`config.mk`:
```
export PLATFORM = sky130hd
export DESIGN_NAME = div_arbiter
export DESIGN_NICKNAME = d
export VERILOG_FILES = /design/src/rtl/div_arbiter_pkg.sv /design/src/rtl/rr_arbiter.sv /design/src/rtl/div_arbiter.sv
export SDC_FILE = /design/constraint.sdc
export NUM_CORES = 1
export LEC_CHECK = 0
export ABC_AREA = 0
export CAP_MARGIN = 20
export CORE_ASPECT_RATIO = 0.6
export CORE_MARGIN = 1.5
export CORE_UTILIZATION = 38
export DETAILED_ROUTE_END_ITERATION = 10
export PLACE_DENSITY = 0.69
export SYNTH_ARGS = -nofsm -noshare
export SYNTH_HDL_FRONTEND = slang
export SYNTH_SLANG_ARGS = --single-unit
```
`constraint.sdc`:
```
create_clock -name clk -period 4.21 [get_ports clk]
set_clock_uncertainty 0.05 [all_clocks]
set_input_delay 0.842 -clock clk [delete_from_list [all_inputs] [get_ports clk]]
set_output_delay 0.842 -clock clk [all_outputs]
set_load 0.01 [all_outputs]
```
`src/rtl/div_arbiter_pkg.sv`:
```
// Shared types and helpers for the divider arbiter.
// Holds the FSM state encoding and the id-width function.
package div_arbiter_pkg;

    typedef enum logic [1:0] {
        IDLE,
        ISSUE,
        WAIT,
        RESP
    } div_arb_state_t;

    function automatic int id_width(input int n);
        return (n > 1) ? $clog2(n) : 1;
    endfunction

endpackage

```
`src/rtl/rr_arbiter.sv`:
```
// Combinational round-robin pick: first set request
// at or after ptr, wrapping, as one-hot and index.
module rr_arbiter
    import div_arbiter_pkg::*;
#(
    parameter int N = 4
) (
    input  logic [N-1:0]             req,
    input  logic [id_width(N)-1:0]   ptr,
    output logic [N-1:0]             gnt,
    output logic [id_width(N)-1:0]   gnt_id
);

    localparam int IW = id_width(N);
    localparam logic [IW:0] NW = (IW+1)'(N);

    logic [IW:0] idx;
    logic        found;

    always_comb begin
        gnt    = '0;
        gnt_id = '0;
        found  = 1'b0;
        idx    = '0;
        for (int i = 0; i < N; i++) begin
            idx = {1'b0, ptr} + (IW+1)'(i);
            if (idx >= NW) begin
                idx = idx - NW;
            end
            if (!found && req[idx[IW-1:0]]) begin
                found                = 1'b1;
                gnt[idx[IW-1:0]]     = 1'b1;
                gnt_id               = idx[IW-1:0];
            end
        end
    end

endmodule

```
`src/rtl/div_arbiter.sv`:
```
// Shares one integer divider among NREQ requesters with
// round-robin arbitration, a watchdog and tagged responses.
module div_arbiter
    import div_arbiter_pkg::*;
#(
    parameter int WIDTH   = 4,
    parameter int NREQ    = 4,
    parameter int TIMEOUT = 64
) (
    input  logic                      clk,
    input  logic                      rst,
    input  logic [NREQ-1:0]           req_valid,
    input  logic [NREQ*WIDTH-1:0]     req_x,
    input  logic [NREQ*WIDTH-1:0]     req_y,
    output logic [NREQ-1:0]           req_ready,
    output logic                      rsp_valid,
    output logic [id_width(NREQ)-1:0] rsp_id,
    output logic [WIDTH-1:0]          rsp_q,
    output logic [WIDTH-1:0]          rsp_r,
    output logic                      rsp_dbz,
    output logic                      rsp_err,
    output logic                      div_start,
    output logic [WIDTH-1:0]          div_x,
    output logic [WIDTH-1:0]          div_y,
    input  logic                      div_busy,
    input  logic                      div_valid,
    input  logic                      div_dbz,
    input  logic [WIDTH-1:0]          div_q,
    input  logic [WIDTH-1:0]          div_r
);

    localparam int IDW = id_width(NREQ);
    localparam int CW  = $clog2(TIMEOUT + 1);
    localparam logic [CW-1:0]  WD_LAST = CW'(TIMEOUT - 1);
    localparam logic [IDW-1:0] ID_LAST = IDW'(NREQ - 1);

    div_arb_state_t state_q;

    logic [IDW-1:0]   ptr_q;
    logic [IDW-1:0]   ptr_d;
    logic [IDW-1:0]   id_q;
    logic [WIDTH-1:0] x_q;
    logic [WIDTH-1:0] y_q;
    logic [WIDTH-1:0] q_q;
    logic [WIDTH-1:0] r_q;
    logic             dbz_q;
    logic             err_q;
    logic             start_q;
    logic             valid_q;
    logic [CW-1:0]    wd_q;

    logic [NREQ-1:0]  gnt;
    logic [IDW-1:0]   gnt_id;
    logic             done;

    rr_arbiter #(
        .N (NREQ)
    ) u_rr (
        .req    (req_valid),
        .ptr    (ptr_q),
        .gnt    (gnt),
        .gnt_id (gnt_id)
    );

    assign req_ready = (state_q == IDLE) ? gnt : '0;
    assign done      = !div_busy && (div_valid || div_dbz);
    assign ptr_d     = (gnt_id == ID_LAST) ? '0 : gnt_id + 1'b1;

    always_ff @(posedge clk or posedge rst) begin
        if (rst) begin
            state_q <= IDLE;
            ptr_q   <= '0;
            id_q    <= '0;
            x_q     <= '0;
            y_q     <= '0;
            q_q     <= '0;
            r_q     <= '0;
            dbz_q   <= 1'b0;
            err_q   <= 1'b0;
            start_q <= 1'b0;
            valid_q <= 1'b0;
            wd_q    <= '0;
        end else begin
            unique case (state_q)
                IDLE: begin
                    if (|req_valid) begin
                        x_q     <= req_x[int'(gnt_id)*WIDTH +: WIDTH];
                        y_q     <= req_y[int'(gnt_id)*WIDTH +: WIDTH];
                        id_q    <= gnt_id;
                        ptr_q   <= ptr_d;
                        start_q <= 1'b1;
                        state_q <= ISSUE;
                    end
                end
                ISSUE: begin
                    start_q <= 1'b0;
                    wd_q    <= '0;
                    state_q <= WAIT;
                end
                WAIT: begin
                    // Completion wins over a watchdog expiry in the same cycle
                    if (done) begin
                        q_q     <= div_q;
                        r_q     <= div_r;
                        dbz_q   <= div_dbz;
                        err_q   <= 1'b0;
                        valid_q <= 1'b1;
                        state_q <= RESP;
                    end else if (wd_q == WD_LAST) begin
                        q_q     <= '0;
                        r_q     <= '0;
                        dbz_q   <= 1'b0;
                        err_q   <= 1'b1;
                        valid_q <= 1'b1;
                        state_q <= RESP;
                    end else begin
                        wd_q <= wd_q + 1'b1;
                    end
                end
                RESP: begin
                    valid_q <= 1'b0;
                    q_q     <= '0;
                    r_q     <= '0;
                    dbz_q   <= 1'b0;
                    err_q   <= 1'b0;
                    state_q <= IDLE;
                end
                default: begin
                    state_q <= IDLE;
                end
            endcase
        end
    end

    assign rsp_valid = valid_q;
    assign rsp_id    = id_q;
    assign rsp_q     = q_q;
    assign rsp_r     = r_q;
    assign rsp_dbz   = dbz_q;
    assign rsp_err   = err_q;
    assign div_start = start_q;
    assign div_x     = x_q;
    assign div_y     = y_q;

endmodule

```
==> results.md, run 1 <==
- Status: finished, final reports clean
- Area of the mapped netlist: around 2500 µm²
- WP buf/inv: 2
- Hold Buf Count CTS: 0
- Fmax achieved: ~240 MHz
- Part of the power in combinational logic: between 60% and 70%
- EDFF count, synth: 0
- Die area: 7130 µm²
- GRT Resource Usage Total: 20.4%
- Fraction of the yosys area taken by sequential cells: about 33%
- Leakage power: 0.00143 µW
- Clk sink count: 33
- Switching part of the total: 43.5%
- Internal: between 1000 and 1500 µW
- Yosys warnings: 0
- Fin cells: ~450
- Final wirelength: between 6 and 7 mm
- HPWL after DPL: 5.05 mm
- Top_reg_cell synth: dfrtp_1
- Die H: about 66 µm
- Maximum capacitance violations: 0
- Most instantiated cells after synthesis: nand2_1, dfrtp_1, nor2_1
- H-tree depth: 2
- Final core utilization: about 56%
- TNS Setup: 0 ns
- Core Region: between 6000 and 7000 µm²
- Final hold viol count: 0
- DR WL/cell: approximately 15 µm
- Fraction of registers with async set/reset: between 90% and 100%
- Psw: 1080 µW
- WP data required: between 3 and 4 ns
- Crit path largest cell delay: about 0.61 ns
- Drt pass-1 iters: 4
- Setup CP Type: input pin to primary output
- First-pass GRT wire length: about 11 mm
- Post-layout net count: around 420
- Initial antenna violation count: 0
- Remaining Overflow, GRT: 0
- Peak VDD IR: between 200 and 300 µV
- Antenna cell count: 0
- DRC viols: 0
- Synth area leaders: dfrtp_1, nand2_1, ha_1
- Clock network latency to the later pin of the worst-skew pair: around 0.28 ns
- Die X: 108 µm
- Post-synth top area share: between 30% and 40%
- IO Count: 75
- CTS Buf Count: 5
- DR vias: 2431
- Cells after Synth: 287
- Relative slew margins: 44.6%
- CP startpoint kind: input pin
- CP top delay family: buffers and inverters
- Area Growth Syn to Fin: 38.2%
- Vias in the first global route: approximately 2.3k
- Power Density: a little over 700 nW/µm²
- #FFs+latches synth: 33
- Fin crit period: between 4 and 5 ns
- Area of the multi-input gates: between 1500 and 2000 µm²
- Std-Cell Rows: 22
- Storage cell area: 826 µm²
- Share of cells above drive strength 1: between 9 and 10%
- Worst-margin pin slew: about 0.83 ns
- RSZ-0062 raised after global routing: no
- Worst-path fanout max: 6
- Period utilization: roughly 97%
- Mapped Nets: roughly 350
- Largest net degree at the start of global routing: 37
- Worst-path cell chain: clkdlybuf4s50_1 > or4b_2 > o32ai_1 > a32oi_1 > o221ai_1 > and2_1 > clkdlybuf4s50_1
- Worst-path clk slew: ~0.070 ns
- Most numerous cell in the Yosys netlist: nand2_1
- Hold slack: ~0.43 ns
- Cell count after placement: about 440
- Share of power burned in registers: 22.3%
- CP max stage cell: or4b_2
- Worst hold path class: flop to flop
- Yosys cell types: 57
- Max-slew violations: 0
- DR iter-0 viols: 110
- Cell taking the most area after synthesis: dfrtp_1
- Routed vias/inst: roughly 5.5
- RD Place Congestion: 0.817
- # fillers: slightly below 600
- Most frequent CP cell: clkdlybuf4s50_1
- Syn Area/Cell: 8.76 µm²
- Post-route antenna net violation count: 0
- Setup Viol. Count Final: 0
- Starting density of the core: between 40% and 50%
- I/O Buffers: 74
- Clock root cell: clkbuf_8
- Crit path DAT: 3.19 ns
- Clk pwr share: around an eighth
- Clock buffer depth: 2
- CTS tree: done
- CP Capture Type: primary output
-- final cells by class --
| cell class | instances | area share (%) |
|---|---|---|
| Clock inverter | 1 | 0.864 |
| Clock buffer | 7 | 2.48 |
| Timing Repair Buffer | 84 | 23.6 |
| Inverter | 11 | 1.19 |
| Multi-Input combinational cell | 226 | 45.1 |
| Tap cell | 84 | 3.02 |
| Sequential cell | 33 | 23.8 |
-- stage by stage --
step	instance area (µm²)	total power, µW	worst slack [ns]
after floorplan	2510	1620	0.512
after global placement	3350	2140	0.151
after detailed placement	3350	2160	0.0908
after CTS	3460	2490	0.0938
after global routing	3470	2710	0.0100
final	3470	2480	0.124
-- tightest hold or removal path, stage by stage (launching register included) --
cell	delay, ns
dfrtp_1	0.35
nand2_1	0.05
o31ai_1	0.05
-- what timing repair did --
item | in CTS | in global routing
resized for setup | 0 | 1
endpoints found under the setup margin | 0 | 4
buffers inserted | 0 | 1
-- routing by layer --
layer,routed length [µm],vias to the layer above,global-route usage [%]
met3,482,7,5.52
met1,3410,1142,30.2
met5,0,-,0
li1,-,1208,-
met4,64,0,5.76
met2,2730,74,28.8
-- cells in the final DEF (no fill, tap or decap), drive strengths merged, types with 3 or more instances in the layout --
cell type	instances
nor2	23
o211ai	5
mux4	4
nand4	3
dfrtp	33
o21ai	23
clkdlybuf4s50	73
a21oi	4
o221ai	13
mux2i	7
a41oi	4
mux2	4
and3	3
or3	9
nor2b	6
clkbuf	7
a311oi	3
nand2	46
and2	10
ha	13
buf	10
a22o	4
a22oi	7
inv	11
-- power by group through the flow --
stage                     logic [µW]  clock network, µW  registers [µW]
final                           1620                308             553
after global routing            1800                337             574
after CTS                       1620                316             555
after detailed placement        1600                  0             558
after global placement          1580                  0             559
after floorplan                 1040                  0             585
-- path summary, 6_finish.rpt --
path / start / to / slack, ns / cells past startpoint
max: req_valid[3] / req_ready[1] / 0.12 / 7
min: rsp_err / rsp_err / 0.43 / 2
max reg2reg: ptr_q[0] / div_x[0] / 1.23 / 7
min reg2reg: rsp_err / rsp_err / 0.43 / 2
max in group asynchronous: rst / state_q[0] / 2.91 / 3
min in group asynchronous: rst / div_y[3] / 0.88 / 3
-- flip-flops by register name, indices dropped and copies added, names as in the netlist, 2 cells and up --
signal / cells
rsp_q: 4
div_y: 4
rsp_id: 2
ptr_q: 2
wd_q: 7
div_x: 4
rsp_r: 4
state_q: 2
-- cells by family after synthesis --
group	after synthesis	share of synthesized area (%)
simple gates	114	22.7
compound gates	81	23.8
flops	33	32.8
buf+inv	28	4.83
mux	15	8.31
fa+ha+maj	13	6.47
xor+xnor	3	1.04
Note: power is estimated with default switching activity, not from simulation.
==> run 2: changes to the inputs <==
- CORE_MARGIN: 1.5 -> 4
- clock period: 4.21 -> 4.7 ns (I/O delays scaled with it)
==> results.md, run 2 (synthesis results as in run 1) <==
- Commonest non-fill, non-tap cell in the layout: clkdlybuf4s50_1
- Most frequent cells in the layout: clkdlybuf4s50_1, nand2_1, dfrtp_1, nor2_1, o21ai_0
- RD Place Congestion: 0.802 (-1.8%)
- HPWL after DPL: 5.07 mm (+0.57%)
- Clock buffer depth: 2 (unchanged)
- Worst-path fanout max: 12 (+6)
- # fillers: 605 (+2.9%)
- CP Capture Type: primary output
- Clock network latency to the later pin of the worst-skew pair: 0.29 ns (about the same)
- Share of power burned in registers: 22.9% (+0.6 points)
- Die area: 8030 µm² (+13%)
- DR iter-0 viols: 153 (+39%)
- Starting density of the core: 40.1% (-0.18 points)
- Final core utilization: 54.1% (-1.5 points)
- Area Growth Syn to Fin: 34.9%
- Remaining Overflow, GRT: 0 (unchanged)
- Die X: 113 µm (+4.6%)
- Part of the power in combinational logic: 67.1% (+1.8 points)
- Die H: 71.0 µm (+7.6%)
- CP startpoint kind: input pin
- PnR worst setup slack: 0.226 ns (+0.102 ns)
- DR WL/cell: 15.4 µm (+2.5%)
- Psw: 962 µW (-11%)
- Routed vias/inst: 5.34 (-2.1%)
- Relative slew margins: 40.4% (-4.2 points)
- Setup CP Type: input pin to primary output
- Drt pass-1 iters: 4 (unchanged)
- Max FFs per register: 7 (unchanged)
- Worst hold path class: flop to flop
- Cts repair resizes: 0 (unchanged)
- Hold Path Cell Cnt: 2 (unchanged)
- Internal: 1160 µW (-17%)
- CTS Buf Count: 5 (unchanged)
- RSZ-0062 raised after global routing: no
- Power Density: 625 nW/µm² (-12%)
- Crit path DAT: 3.48 ns (+0.29 ns)
- Biggest register: wd_q
- Switching part of the total: 45.3% (+1.9 points)
- Initial antenna violation count: 0 (unchanged)
- Peak VDD IR: 232 µV (-8.0%)
- DRC viols: 0 (unchanged)
- Reg-to-reg slack, setup: 1.75 ns (+0.52 ns)
- Final hold viol count: 0 (unchanged)
- H-tree depth: 2 (unchanged)
- I/O Buffers: 74 (unchanged)
- DR vias: 2348 (-3.4%)
- Maximum capacitance violations: 0 (unchanged)
- Fmax achieved: 224 MHz
- Worst R2R Start: ptr_q[1]
- Std-Cell Rows: 22 (unchanged)
- Core Region: 6280 µm² (+0.44%)
- CTS tree: done
- Status: finished, final reports clean
- Clock root cell: clkbuf_8
- Setup Viol. Count Final: 0 (unchanged)
- Origin of the worst setup path: req_valid[0]
- Placement Setup Slack: 0.253 ns (+0.162 ns)
- Vias in the first global route: 2132 (-7.1%)
- Worst-path clk slew: 0.07 ns (about the same)
- Critical Path Sink: req_ready[1]
- IO Count: 75 (unchanged)
- Largest net degree at the start of global routing: 44 (+19%)
- Antenna cell count: 0 (unchanged)
- First-pass GRT wire length: 11.0 mm (-2.8%)
- Post-route antenna net violation count: 0 (unchanged)
- Post-CTS repair timing setup buffer count: 0 (unchanged)
- Storage cell area: 826 µm² (unchanged)
- Worst-margin pin slew: 0.888 ns (+0.0625 ns)
- Clk pwr share: 9.9% (-2.5 points)
- Clk sink count: 33 (unchanged)
- Leakage power: 0.00138 µW (-3.6%)
- Reg2reg end: div_y[0]
- Worst r2r path cells: 8 (+1)
- GRT Resource Usage Total: 16.9% (-3.5 points)
- WP data required: 3.71 ns (+0.39 ns)
- Period utilization: a little over nine tenths
- Share of cells above drive strength 1: 8.15% (-1.5 points)
- Area of the multi-input gates: 1570 µm² (unchanged)
- Final wirelength: 6.76 mm (+1.1%)
- Hold Buf Count CTS: 0 (unchanged)
- Max-slew violations: 0 (unchanged)
- Fin crit period: 4.47 ns
- TNS Setup: 0 ns (unchanged)
- Post-layout net count: 417 (-1.4%)
-- run 2: cell types whose count changed in the layout (fill, tap and decap cells not counted) --
cell and delta:
clkbuf_8 -1, clkdlybuf4s50_1 +1, bufinv_16 -1, buf_4 -6, clkinv_2 +2, dlymetal6s2s_1 -1
-- run 2: layout make-up --
type	instances	area share [%]
Clock buffer	6	2.14
Inverter	11	1.22
Sequential cell	33	24.3
Timing Repair Buffer	78	22.7
Tap cell	84	3.10
Multi-Input combinational cell	226	46.2
Clock inverter	2	0.295
-- run 2: how the worst min path moves through the flow --
stage / from / to / slack, ns
3_5_place_dp: rsp_q[3] / rsp_q[3] / 0.42
6_report: rsp_r[1] / rsp_r[1] / 0.43
4_1_cts: rsp_q[3] / rsp_q[3] / 0.44
3_3_place_gp: rsp_q[2] / rsp_q[2] / 0.41
2_1_floorplan: wd_q[6] / wd_q[6] / 0.43
5_1_grt: rsp_q[1] / rsp_q[1] / 0.46
-- run 2: metal layers --
layer	part of all wire, %	global-route usage (%)	vias to the layer above
li1	-	-	1188
met1	49	24.8	1089
met2	42	23.4	66
met3	7.5	5.73	5
met4	0.95	4.80	0
met5	0	0	-
-- run 2: power groups by stage --
stage	registers (µW)	logic [µW]	clock network [µW]
global placement	490	1400	0
floorplan	524	930	0
detailed placement	491	1420	0
global route	503	1570	234
CTS	488	1430	219
finish	487	1420	210
-- run 2: critical path, stage by stage --
cell and delay, ns:
clkdlybuf4s50_1 0.59, or4b_2 0.70, o32ai_1 0.20, a32oi_1 0.17, o221ai_1 0.21, and2_1 0.15, clkdlybuf4s50_1 0.53
-- run 2: stage by stage --
| stage | cells | cell area, µm² | hold WS, ns | power, µW |
|---|---|---|---|---|
| 4_1_cts | 440 | 3390 | 0.439 | 2140 |
| 3_3_place_gp | 432 | 3310 | 0.411 | 1890 |
| 6_report | 440 | 3390 | 0.430 | 2120 |
| 3_5_place_dp | 432 | 3310 | 0.423 | 1910 |
| 2_1_floorplan | 287 | 2510 | 0.427 | 1450 |
| 5_1_grt | 440 | 3390 | 0.457 | 2310 |
==> run 3: changes to the inputs <==
- SYNTH_HIERARCHICAL: not set -> 1
==> results.md, run 3 <==
- Power Density: 596 nW/µm² (-4.6%)
- DR iter-0 viols: 114 (-25%)
- Status: finished, final reports clean
- Post-layout net count: 359 (-14%)
- Cell count after placement: 374 (-13%)
- Clk sink count: 33 (unchanged)
- Post-synth top area share: 34.0% (+1.1 points)
- Vias in the first global route: 1989 (-6.7%)
- Leakage power: 0.00140 µW (+1.6%)
- Hold Path Cell Cnt: 1 (-1)
- Fraction of the yosys area taken by sequential cells: 34.0% (+1.1 points)
- Yosys cell types: 53 (-7.0%)
- Fin crit period: 4.32 ns (-0.151 ns)
- Worst R2R Start: ptr_q[1]
- Final hold viol count: 0 (unchanged)
- Storage cell area: 826 µm² (unchanged)
- Crit path largest cell delay: 0.61 ns (-0.09 ns)
- Worst hold path class: flop to flop
- Crit path DAT: 3.33 ns (-0.15 ns)
- Post-route antenna net violation count: 0 (unchanged)
- CTS Buf Count: 5 (unchanged)
- Most numerous cell in the Yosys netlist: dfrtp_1
- CP Capture Type: primary output
- Worst r2r path cells: 10 (+2)
- Top Usage Layer GRT: met1
- Antenna cell count: 0 (unchanged)
- Clock buffer depth: 2 (unchanged)
- Final wirelength: 5.93 mm (-12%)
- Internal: 1210 µW (+4.7%)
- Die H: 70.0 µm (-1.5%)
- EDFF count, synth: 0 (unchanged)
- Worst hold path endpoint: div_y[3]
- TNS Setup: 0 ns (unchanged)
- Worst-path cell chain: clkdlybuf4s50_1 > mux4_2 > or2_4 > nor2b_4 > a221o_2 > and2_1 > clkdlybuf4s50_1
- Cts repair resizes: 0 (unchanged)
- CP startpoint kind: input pin
- HPWL after DPL: 4.53 mm (-11%)
- Commonest non-fill, non-tap cell in the layout: clkdlybuf4s50_1
- Most frequent CP cell: clkdlybuf4s50_1
- Synth area leaders: dfrtp_1, mux4_2, ha_1
- Largest net degree at the start of global routing: 34 (-23%)
- Setup Viol. Count Final: 0 (unchanged)
- Post-CTS repair timing setup buffer count: 0 (unchanged)
- Area of the multi-input gates: 1470 µm² (-6.4%)
- Pwr Total: 1990 µW (-6.3%)
- Period utilization: 92.0% (-3.2 points)
- Switching part of the total: 38.9% (-6.4 points)
- Maximum capacitance violations: 0 (unchanged)
- Worst-margin pin slew: 0.866 ns (-0.0221 ns)
- Starting density of the core: 39.4% (-0.64 points)
- Reg2reg end: div_y[0]
- Routed vias/inst: 5.38 (+0.91%)
- I/O Buffers: 74 (unchanged)
- Top_reg_cell synth: dfrtp_1
- Part of the power in combinational logic: 63.7% (-3.4 points)
- Most instantiated cells after synthesis: dfrtp_1, nand2_1, ha_1
- Share of power burned in registers: 25.6% (+2.7 points)
- Remaining Overflow, GRT: 0 (unchanged)
- Most frequent cells in the layout: clkdlybuf4s50_1, dfrtp_1, nand2_1, ha_1
- Relative slew margins: 42.2% (+1.8 points)
- WP data required: 3.71 ns (about the same)
- Worst-path clk slew: 0.06 ns (about the same)
- Mapped Nets: 285 (-18%)
- Die area: 7780 µm² (-3.0%)
- Met1 GRT Util: 22.1% (-2.7 points)
- Share of cells above drive strength 1: 19.5% (+11 points)
- RD Place Congestion: 0.824 (+2.7%)
- Std-Cell Rows: 22 (unchanged)
- DRC viols: 0 (unchanged)
- Initial antenna violation count: 0 (unchanged)
- Peak VDD IR: 271 µV (+17%)
- Max FFs per register: 7 (unchanged)
- Area Growth Syn to Fin: 37.2%
- Setup CP Type: input pin to primary output
- CTS tree: done
- Grt met3 use: 6.23% (+0.51 points)
- DR vias: 2057 (-12%)
- Clock root cell: clkbuf_8
- Psw: 774 µW (-19%)
- Drt pass-1 iters: 4 (unchanged)
- H-tree depth: 2 (unchanged)
- Cells after Synth: 224 (-22%)
- CP max stage cell: mux4_2
- Worst-path fanout max: 10 (-2)
- # fillers: 562 (-7.1%)
- Area of the mapped netlist: 2430 µm² (-3.3%)
- Fraction of registers with async set/reset: 100% (unchanged)
- Clock network latency to the later pin of the worst-skew pair: 0.28 ns (about the same)
- Cell taking the most area after synthesis: dfrtp_1
- RSZ-0062 raised after global routing: no
- Core Region: 6170 µm² (-1.8%)
- Max-slew violations: 0 (unchanged)
- Yosys warnings: 6 (+6)
- Biggest register: wd_q
- Die X: 111 µm (-1.6%)
- GRT Resource Usage Total: 15.5% (-1.4 points)
- WP buf/inv: 2 (unchanged)
- CP top delay family: buffers and inverters
- Clk pwr share: 10.7% (+0.8 points)
- #FFs+latches synth: 33 (unchanged)
- Fin cells: 382 (-13%)
- First-pass GRT wire length: 9.78 mm (-11%)
- DR WL/cell: 15.5 µm (+1.0%)
- Met2 Use GR: 22.0% (-1.3 points)
- Reg-to-reg slack, setup: 1.50 ns (-0.25 ns)
- HP Start: div_y[3]
- Hold Buf Count CTS: 0 (unchanged)
- IO Count: 75 (unchanged)
- Fmax achieved: 231 MHz (+3.5%)
- Syn Area/Cell: 10.9 µm² (+24%)
==> run 3: worst max-delay path by stage <==
| stage | startpoint | endpoint | cells past startpoint |
|---|---|---|---|
| 3_5_place_dp | req_valid[0] | req_ready[1] | 7 |
| 2_1_floorplan | req_valid[0] | req_ready[0] | 6 |
| 4_1_cts | req_valid[0] | req_ready[1] | 7 |
| 6_report | req_valid[0] | req_ready[1] | 7 |
| 3_3_place_gp | req_valid[0] | req_ready[1] | 7 |
| 5_1_grt | req_valid[0] | req_ready[1] | 7 |
==> run 3: cell type report <==
cell class,instances,area share (%)
Multi-Input combinational cell,165,44.0
Sequential cell,33,24.8
Timing Repair Buffer,84,24.5
Tap cell,84,3.15
Clock buffer,7,2.59
Inverter,9,1.01
==> run 3: through the flow <==
stage	hold slack [ns]	setup WS (ns)	util (%)	area [µm²]
floorplan	0.420	1.41	-	2430
global placement	0.437	0.416	52.6	3240
detailed placement	0.445	0.363	52.6	3240
CTS	0.459	0.363	54.0	3330
global route	0.474	0.244	54.1	3330
finish	0.456	0.377	54.1	3330
==> run 3: per-layer routing <==
metal	vias up	routed length [µm]	share of wire (%)
met3	5	512	8.6
met5	-	0	0
li1	1006	-	-
met2	59	2570	43
met4	0	44	0.74
met1	987	2800	47
==> run 3: kinds of logic (layout without fill, tap and decap cells) <==
logic type	Yosys count	in the layout	share of synthesized area (%)
compound gates	59	59	20.1
simple gates	68	68	17.1
fa+ha+maj	12	12	6.18
mux	26	26	16.9
flops	33	33	34.0
buf+inv	26	100	5.66
==> run 3: power groups by stage <==
stage / combinational (µW) / clock [µW] / sequential, µW
global placement: 1250 / 0 / 507
finish: 1270 / 213 / 509
global route: 1400 / 233 / 531
CTS: 1270 / 217 / 511
detailed placement: 1270 / 0 / 514
floorplan: 833 / 0 / 530
